[config.mk]
export PLATFORM = sky130hd
export DESIGN_NAME = dp_arbiter_flat
export DESIGN_NICKNAME = d
export VERILOG_FILES = /design/src/rtl/dp_arbiter_if.sv /design/src/rtl/dp_arbiter.sv /design/src/flat_wrapper.sv
export SDC_FILE = /design/constraint.sdc
export NUM_CORES = 1
export LEC_CHECK = 0
export BUFFER_PORTS_ARGS = -buffer_cell sky130_fd_sc_hd__buf_2
export CELL_PAD_IN_SITES_DETAIL_PLACEMENT = 1
export CELL_PAD_IN_SITES_GLOBAL_PLACEMENT = 2
export CORE_MARGIN = 1
export CORE_UTILIZATION = 19
export DETAILED_ROUTE_END_ITERATION = 10
export GPL_TIMING_DRIVEN = 0
export HOLD_SLACK_MARGIN = 0.05
export PLACE_DENSITY_LB_ADDON = 0.08
export SETUP_SLACK_MARGIN = 0.2
export SLEW_MARGIN = 15
export SYNTH_ARGS = -nofsm -noshare
export SYNTH_HDL_FRONTEND = slang
export SYNTH_SLANG_ARGS = --single-unit
[constraint.sdc]
create_clock -name CLK -period 1.7 [get_ports CLK]
set_input_delay 0.34 -clock CLK [delete_from_list [all_inputs] [get_ports CLK]]
set_output_delay 0.34 -clock CLK [all_outputs]
set_load 0.03 [all_outputs]
[src/rtl/dp_arbiter_if.sv]
// Requester, datapath and status signals of dp_arbiter bundled as one interface.
// The master modport is the arbiter's view; slave is the view of the sequencers and datapath.
interface dp_arbiter_if #(
    parameter int unsigned OPW  = 3,
    parameter int unsigned ARGW = 2
);
    logic            REQ0;
    logic [OPW-1:0]  OPC0;
    logic [ARGW-1:0] OPA0;
    logic [ARGW-1:0] OPB0;
    logic            REQ1;
    logic [OPW-1:0]  OPC1;
    logic [ARGW-1:0] OPA1;
    logic [ARGW-1:0] OPB1;
    logic            GNT0;
    logic            GNT1;
    logic            ZF0;
    logic            ZF1;
    logic            ZERO_FLAG;
    logic [OPW-1:0]  opcode;
    logic [ARGW-1:0] operand1;
    logic [ARGW-1:0] operand2;
    logic            BUSY;
    logic            PREEMPT;

    modport master (
        input  REQ0, OPC0, OPA0, OPB0, REQ1, OPC1, OPA1, OPB1, ZERO_FLAG,
        output GNT0, GNT1, ZF0, ZF1, opcode, operand1, operand2, BUSY, PREEMPT
    );

    modport slave (
        output REQ0, OPC0, OPA0, OPB0, REQ1, OPC1, OPA1, OPB1, ZERO_FLAG,
        input  GNT0, GNT1, ZF0, ZF1, opcode, operand1, operand2, BUSY, PREEMPT
    );
endinterface

[src/rtl/dp_arbiter.sv]
// Round-robin, grant-locked arbiter sharing one register-file/ALU datapath between two
// sequencers. Define ARB_TIMEOUT_EN to revoke a grant held HOLD_MAX cycles under contention.
module dp_arbiter #(
    parameter int unsigned OPW      = 3,
    parameter int unsigned ARGW     = 2,
    parameter int unsigned HOLD_MAX = 64,
    parameter int unsigned CNTW     = 7
) (
    input  logic          CLK,
    input  logic          RST,
    dp_arbiter_if.master  bus
);
    typedef enum logic [1:0] {StIdle, StOwn0, StOwn1} state_e;

    state_e state_q;
    logic   last_q;
    logic   gnt0_q;
    logic   gnt1_q;
    logic   own_req;

    if (HOLD_MAX < 2 || (HOLD_MAX >> CNTW) != 0) begin : g_bad_cfg
        $error("dp_arbiter: need HOLD_MAX >= 2 and 2**CNTW > HOLD_MAX");
    end

`ifdef ARB_TIMEOUT_EN
    localparam logic [CNTW-1:0] HoldLast = CNTW'(HOLD_MAX - 1);

    logic [CNTW-1:0] hold_cnt_q;
    logic            preempt_q;
    logic            oth_req;

    assign oth_req     = (state_q == StOwn1) ? bus.REQ0 : bus.REQ1;
    assign bus.PREEMPT = preempt_q;
`else
    assign bus.PREEMPT = 1'b0;
`endif

    assign own_req = (state_q == StOwn1) ? bus.REQ1 : bus.REQ0;

    always_ff @(posedge CLK) begin
        if (!RST) begin
            state_q    <= StIdle;
            last_q     <= 1'b1;
            gnt0_q     <= 1'b0;
            gnt1_q     <= 1'b0;
`ifdef ARB_TIMEOUT_EN
            hold_cnt_q <= '0;
            preempt_q  <= 1'b0;
`endif
        end else begin
`ifdef ARB_TIMEOUT_EN
            preempt_q <= 1'b0;
`endif
            unique case (state_q)
                StIdle: begin
                    // On a tie the requester not served last wins.
                    if (bus.REQ0 && (!bus.REQ1 || last_q)) begin
                        state_q <= StOwn0;
                        gnt0_q  <= 1'b1;
                    end else if (bus.REQ1) begin
                        state_q <= StOwn1;
                        gnt1_q  <= 1'b1;
                    end
                end
                StOwn0, StOwn1: begin
                    if (!own_req) begin
                        state_q    <= StIdle;
                        gnt0_q     <= 1'b0;
                        gnt1_q     <= 1'b0;
                        last_q     <= (state_q == StOwn1);
`ifdef ARB_TIMEOUT_EN
                        hold_cnt_q <= '0;
`endif
                    end
`ifdef ARB_TIMEOUT_EN
                    else if (oth_req && hold_cnt_q == HoldLast) begin
                        state_q    <= StIdle;
                        gnt0_q     <= 1'b0;
                        gnt1_q     <= 1'b0;
                        last_q     <= (state_q == StOwn1);
                        hold_cnt_q <= '0;
                        preempt_q  <= 1'b1;
                    end else if (!oth_req) begin
                        hold_cnt_q <= '0;
                    end else if (hold_cnt_q != '1) begin
                        hold_cnt_q <= hold_cnt_q + 1'b1;
                    end
`endif
                end
                default: begin
                    state_q <= StIdle;
                    gnt0_q  <= 1'b0;
                    gnt1_q  <= 1'b0;
                end
            endcase
        end
    end

    assign bus.GNT0 = gnt0_q;
    assign bus.GNT1 = gnt1_q;
    assign bus.BUSY = gnt0_q | gnt1_q;
    assign bus.ZF0  = (state_q == StOwn0) & bus.ZERO_FLAG;
    assign bus.ZF1  = (state_q == StOwn1) & bus.ZERO_FLAG;

    always_comb begin
        bus.opcode   = '0;
        bus.operand1 = '0;
        bus.operand2 = '0;
        if (state_q == StOwn0) begin
            bus.opcode   = bus.OPC0;
            bus.operand1 = bus.OPA0;
            bus.operand2 = bus.OPB0;
        end else if (state_q == StOwn1) begin
            bus.opcode   = bus.OPC1;
            bus.operand1 = bus.OPA1;
            bus.operand2 = bus.OPB1;
        end
    end
endmodule

[src/flat_wrapper.sv]
// flat-port wrapper written by rule: the top's interface ports become plain ports
module dp_arbiter_flat 
#(
    parameter int unsigned OPW      = 3,
    parameter int unsigned ARGW     = 2,
    parameter int unsigned HOLD_MAX = 64,
    parameter int unsigned CNTW     = 7
)
  (CLK, RST, bus_REQ0, bus_OPC0, bus_OPA0, bus_OPB0, bus_REQ1, bus_OPC1, bus_OPA1, bus_OPB1, bus_ZERO_FLAG, bus_GNT0, bus_GNT1, bus_ZF0, bus_ZF1, bus_opcode, bus_operand1, bus_operand2, bus_BUSY, bus_PREEMPT);
  dp_arbiter_if #(.OPW(OPW), .ARGW(ARGW)) bus_i ();
  input  logic CLK;
  input  logic RST;
  input wire logic [$bits(bus_i.REQ0)-1:0] bus_REQ0;
  input wire logic [$bits(bus_i.OPC0)-1:0] bus_OPC0;
  input wire logic [$bits(bus_i.OPA0)-1:0] bus_OPA0;
  input wire logic [$bits(bus_i.OPB0)-1:0] bus_OPB0;
  input wire logic [$bits(bus_i.REQ1)-1:0] bus_REQ1;
  input wire logic [$bits(bus_i.OPC1)-1:0] bus_OPC1;
  input wire logic [$bits(bus_i.OPA1)-1:0] bus_OPA1;
  input wire logic [$bits(bus_i.OPB1)-1:0] bus_OPB1;
  input wire logic [$bits(bus_i.ZERO_FLAG)-1:0] bus_ZERO_FLAG;
  output wire logic [$bits(bus_i.GNT0)-1:0] bus_GNT0;
  output wire logic [$bits(bus_i.GNT1)-1:0] bus_GNT1;
  output wire logic [$bits(bus_i.ZF0)-1:0] bus_ZF0;
  output wire logic [$bits(bus_i.ZF1)-1:0] bus_ZF1;
  output wire logic [$bits(bus_i.opcode)-1:0] bus_opcode;
  output wire logic [$bits(bus_i.operand1)-1:0] bus_operand1;
  output wire logic [$bits(bus_i.operand2)-1:0] bus_operand2;
  output wire logic [$bits(bus_i.BUSY)-1:0] bus_BUSY;
  output wire logic [$bits(bus_i.PREEMPT)-1:0] bus_PREEMPT;
  assign bus_i.REQ0 = bus_REQ0;
  assign bus_i.OPC0 = bus_OPC0;
  assign bus_i.OPA0 = bus_OPA0;
  assign bus_i.OPB0 = bus_OPB0;
  assign bus_i.REQ1 = bus_REQ1;
  assign bus_i.OPC1 = bus_OPC1;
  assign bus_i.OPA1 = bus_OPA1;
  assign bus_i.OPB1 = bus_OPB1;
  assign bus_i.ZERO_FLAG = bus_ZERO_FLAG;
  assign bus_GNT0 = bus_i.GNT0;
  assign bus_GNT1 = bus_i.GNT1;
  assign bus_ZF0 = bus_i.ZF0;
  assign bus_ZF1 = bus_i.ZF1;
  assign bus_opcode = bus_i.opcode;
  assign bus_operand1 = bus_i.operand1;
  assign bus_operand2 = bus_i.operand2;
  assign bus_BUSY = bus_i.BUSY;
  assign bus_PREEMPT = bus_i.PREEMPT;
  dp_arbiter #(.OPW(OPW), .ARGW(ARGW), .HOLD_MAX(HOLD_MAX), .CNTW(CNTW)) u_core (.CLK(CLK), .RST(RST), .bus(bus_i));
endmodule
Word level (Yosys, flattened, before mapping) --
Index checks and enable logic that the tools add are counted.
Operators by class: $add $sub $neg 0, multipliers 0, div/mod/pow operators 0, magnitude comparators 0, equal/unequal tests 7, shifts and indexed selects 0, multiplexer cells 17, bitwise operators 4, reduce and logical (&&, ||, !) cells 9
Operator list (count):
- $mux W2 | 7
- $mux W3 | 2
- $ne A2 B2 Y1 const B | 3
- $reduce_and A2 Y1 | 3
- $mux W1 | 5
- $pmux W1 S2 | 2
- $pmux W2 S2 | 1
- $ne A3 B2 Y1 const B | 1
- $reduce_and A3 Y1 | 1
- $and A1 B1 Y1 | 2
- $eq A2 B1 Y1 const B | 1
- $eq A2 B2 Y1 const B | 1
- $logic_not A2 Y1 | 1
- $ne A2 B1 Y1 const B | 1
- $reduce_or A2 Y1 | 1
- $logic_and A1 B1 Y1 | 1
- $logic_not A1 Y1 | 1
- $logic_or A1 B1 Y1 | 1
- $not A1 Y1 | 1
- $or A1 B1 Y1 | 1
Word-level totals: bits in registers 5, bits in latches 0, RAM bits 0, ROM bits 0, input bits 19, output and inout port bits 13, logic and storage cells 41, memories kept 0

Logic depth before layout (Yosys ltp) --
depth after elaboration 5, gate-level depth with buffers 5, mapped depth without buffers 5

Least setup slack after synthesis --
OpenSTA, ideal clock, no wires.
kind register -> output, start point register u_core.state_q[1], end point output port bus_operand2[0], arrival time 1.470 ns, data required time 1.360 ns, setup slack -0.110 ns, cell stages (with the launch flop) 5, buffers on the path 1, path through dfxtp_1 inv_1 ha_1 clkbuf_1 o21ai_0
Between the ends: word-level cells in the longest chain between the ends 3, elaborated cells on any way between the ends 4, those cells by class eq/ne (2); mux (2)
RTL lines:
- start: declaration | RTL line dp_arbiter.sv:15 | state_e state_q;
- start signal: assignment | RTL line dp_arbiter.sv:42 | state_q <= StIdle;
- start signal: assignment | RTL line dp_arbiter.sv:58 | state_q <= StOwn0;
- start signal: assignment | RTL line dp_arbiter.sv:61 | state_q <= StOwn1;
- $eq A2 B2 Y1 | RTL line dp_arbiter.sv:113 | end else if (state_q == StOwn1) begin
- $mux W2 | RTL line dp_arbiter.sv:113
- $mux W2 * | RTL line dp_arbiter.sv:109 | if (state_q == StOwn0) begin
- end: declaration | RTL line flat_wrapper.sv:28 | output wire logic [$bits(bus_i.operand2)-1:0] bus_operand2;
Mark *: on every way between the ends. The rest lies on a longest branch, timed or not.

Worst setup path in the final report --
start point register u_core.state_q[1], end point output port bus_opcode[2]
Between the ends: word-level cells in the longest chain between the ends 3, elaborated cells on any way between the ends 4, those cells by class eq/ne (2); mux (2)
RTL lines:
- $eq A2 B2 Y1 | RTL line dp_arbiter.sv:113
- $mux W3 | RTL line dp_arbiter.sv:113
- $mux W3 * | RTL line dp_arbiter.sv:109
- end: declaration | RTL line flat_wrapper.sv:26 | output wire logic [$bits(bus_i.opcode)-1:0] bus_opcode;
Marked as above.

==> reports/qor.csv <==
stage,metric,value,unit
status,result_of_the_run,finished with violations,
status,violations,negative setup slack,
layout,finish.net_count,108,
placement,post_detailed_placement_cell_area,629,um2
logic_synthesis,post_synth_edffs,0,
logic_synthesis,postSynthCellCount,46,
global_route,grt_overflow_total,0,
clock_network,tritoncts,done,
floorplan,die_area,2390,um2
critical_path,critical_path.endpoint_type,primary output,
logic_synthesis,synth_area,418,um2
floorplan,floorplan.die.height,48.9,um
worst_hold_path,hold_path_end,u_core.last_q,
placement,finalWeightedCongestion,0.658,
critical_path,worstSetupPathType,reg2out,
timing,clk_skew,0.00616,ns
logic_synthesis,yosysWarningCount,0,
power_and_ir_drop,power.ir.vdd_worst,623,uV
routing,initialDrtViolationCount,8,
global_route,first_pass_grt_wire_length,2430,um
floorplan,placementRows,16,
floorplan,chipWidth,48.9,um
layout,final_cell_area,821,um2
logic_synthesis,yosys.cell_types.count,22,
power_and_ir_drop,power.leakage,0.381,nW
timing,report.final.slew_viol_count,0,
placement,detailed_place_hpwl,1040,um
routing,post_drt_via_cell_ratio,4.35,
routing,routed_wl,1400,um
critical_path,critPathLaunchType,flip-flop,
critical_path,signal_arrival_time_at_the_worst_endpoint,1.40,ns
critical_path,regToRegSetupSlack,0.06,ns
worst_hold_path,holdCritPathClass,in2reg,
global_route,antenna_found_initial,0,
timing,finalHoldWorstSlack,0.338,ns
floorplan,floorplan.core_area,2020,um2
timing,max_frequency,574,MHz
logic_synthesis,synth_seq_area_share,24.0,%
layout,synthToLayoutAreaGrowth,96.4,%
layout,fillerInstances,238,
worst_hold_path,timing.hold.worst.start,RST,
logic_synthesis,post_synthesis_average_cell_area,9.08,um2
logic_synthesis,syn_nets,69,
layout,final_common_cell,sky130_fd_sc_hd__buf_2,
timing,period_minus_slack,1.74,ns
routing,ant_nets,0,
timing,finalWorstSetupSlack,-0.0415,ns
power_and_ir_drop,power_per_cell_area,1590,nW/um2
clock_network,tritoncts_num_sinks,5,
critical_path,timing.rr.end,u_core.bus.GNT0,
clock_network,clock_path_buffers,2,
critical_path,critical_path.reg2reg.startpoint,u_core.state_q[1],
global_route,pin_count_of_the_biggest_net_entering_global_routing,9,
routing,avgRoutedWirePerCell,12.6,um
clock_network,cts.htree.levels,1,
layout,most-common-layout-cells,"21 x sky130_fd_sc_hd__buf_2, 9 x sky130_fd_sc_hd__buf_6, 5 x sky130_fd_sc_hd__a22o_2, 5 x sky130_fd_sc_hd__buf_4",
clock_network,cts-buffers-inserted,3,
timing,unrepaired_setup_endpoints_after_global_routing,yes,
worst_hold_path,hold-path-cell-count,2,
layout,share_of_post_route_cells_with_drive_strength_above_1,78.6,%
layout,diodes,0,
placement,buffer_ports.inserted,30,
routing,via_count,483,
clock_network,cts_root_buf,sky130_fd_sc_hd__clkbuf_4,
floorplan,floorplan.initialDensity,20.7,%
critical_path,cp_data_required_time,1.36,ns
flow_run,max_cap_violations,0,
critical_path,depth_of_the_most_critical_reg_to_reg_path,6,
clock_network,clock_insertion_delay_worst_skew,0.25,ns
timing,final-setup-viol-count,5,
critical_path,timing.critical_path.fanout_max,8,
clock_network,cts.reportedPaths.clkPinSlew,0.05,ns
routing,detailedRoute.firstPassIterationCount,3,
logic_synthesis,synth_ff_type,sky130_fd_sc_hd__dfxtp_1,
global_route,via_count_of_the_first_global_routing_pass,530,
floorplan,top_level_ports,32,
timing,layout_worst_path_cycle_share,102,%
timing,timing.final.hold_violations,0,
logic_synthesis,yosys_register_bits,5,
global_route,grt.total_usage,13.4,%
routing,drcViolationCount,0,
logic_synthesis,asyncSetResetFlopFracSynth,0,%
[metrics by stage]
stage / std cells / TNS (ns) / worst slack (ns) / util (%) / power (mW)
6_report: 111 / -0.151 / -0.0415 / 40.6 / 1.31
5_1_grt: 111 / -0.560 / -0.111 / 40.6 / 1.41
4_1_cts: 111 / -0.272 / -0.0581 / 39.6 / 1.27
3_5_place_dp: 103 / -0.319 / -0.0655 / 31.1 / 0.912
3_3_place_gp: 103 / -0.329 / -0.0645 / 31.1 / 0.913
2_1_floorplan: 46 / 0 / 0.183 / - / 0.737
[metal layers]
layer / vias up / GRT usage, % / part of all wire [%]
met5: - / 0 / 0
met4: 0 / 7.35 / 0
met3: 0 / 4.05 / 7.1
met2: 24 / 22.5 / 50
met1: 215 / 15.2 / 43
li1: 244 / - / -
[timing repair]
| item | CTS | global route |
|---|---|---|
| pin swaps | 7 | 0 |
| setup endpoints to repair | 13 | 13 |
| hold endpoints to repair | 0 | 0 |
| hold buffers | 0 | 0 |
| buffers inserted | 4 | 0 |
| gates resized for setup | 32 | 5 |
[sequential cells by signal, summed over array words and instances, names as in the netlist]
signal and count:
u_core.bus.GNT0 1, u_core.last_q 1, u_core.bus.GNT1 1, u_core.state_q 2
[synth_stat cells, types with 2 or more instances]
master / instances / area, um2
sky130_fd_sc_hd__dfxtp_1: 5 / 100
sky130_fd_sc_hd__o21ai_0: 2 / 10.0
sky130_fd_sc_hd__inv_1: 4 / 15.0
sky130_fd_sc_hd__nor2b_1: 2 / 12.5
sky130_fd_sc_hd__ha_1: 4 / 50.1
sky130_fd_sc_hd__a21oi_1: 2 / 10.0
sky130_fd_sc_hd__a22o_1: 6 / 52.6
sky130_fd_sc_hd__o221a_2: 3 / 33.8
sky130_fd_sc_hd__nand2_1: 3 / 11.3
sky130_fd_sc_hd__and2_1: 3 / 18.8
[cells by family after synthesis]
family,share of synthesized area (%)
AO/OA/AOI/OAI,38.0
adder cells (fa/ha/maj),12.0
buffers and inverters,6.29
flip-flops,24.0
multiplexers,3.59
other,0.897
AND/OR/NAND/NOR,15.3
[power breakdown]
part	total (mW)	leakage, nW	switching, mW	internal [mW]
logic	0.951	0.323	0.496	0.455
registers	0.212	0.0423	0.0444	0.168
clock network	0.146	0.0150	0.0566	0.0892
total	1.31	0.381	0.597	0.712
[worst max-delay path, cell delays in order, from the launching register on]
cell and delay, ns:
sky130_fd_sc_hd__dfxtp_2 0.34, sky130_fd_sc_hd__inv_2 0.05, sky130_fd_sc_hd__ha_4 0.15, sky130_fd_sc_hd__buf_8 0.13, sky130_fd_sc_hd__nor2b_4 0.18, sky130_fd_sc_hd__a22o_2 0.18, sky130_fd_sc_hd__buf_6 0.13
[cell type report]
class                           count  area (um2)  share of cell area, %
Sequential cell                     5         105                   12.8
Timing Repair Buffer               34         236                   28.8
Buffer                              2        22.5                   2.74
Tap cell                           27        33.8                   4.12
Inverter                            4        15.0                   1.83
Clock buffer                        4        26.3                   3.20
Multi-Input combinational cell     35         382                   46.5
[worst max path at each step]
stage / startpoint / endpoint
final: u_core.state_q[1] / bus_opcode[2]
after global routing: u_core.state_q[1] / bus_opcode[2]
after CTS: u_core.state_q[1] / bus_opcode[2]
after detailed placement: u_core.state_q[1] / bus_opcode[2]
after global placement: u_core.state_q[1] / bus_opcode[2]
after floorplan: u_core.state_q[1] / bus_opcode[1]
Power figures use the tool's default switching activity.
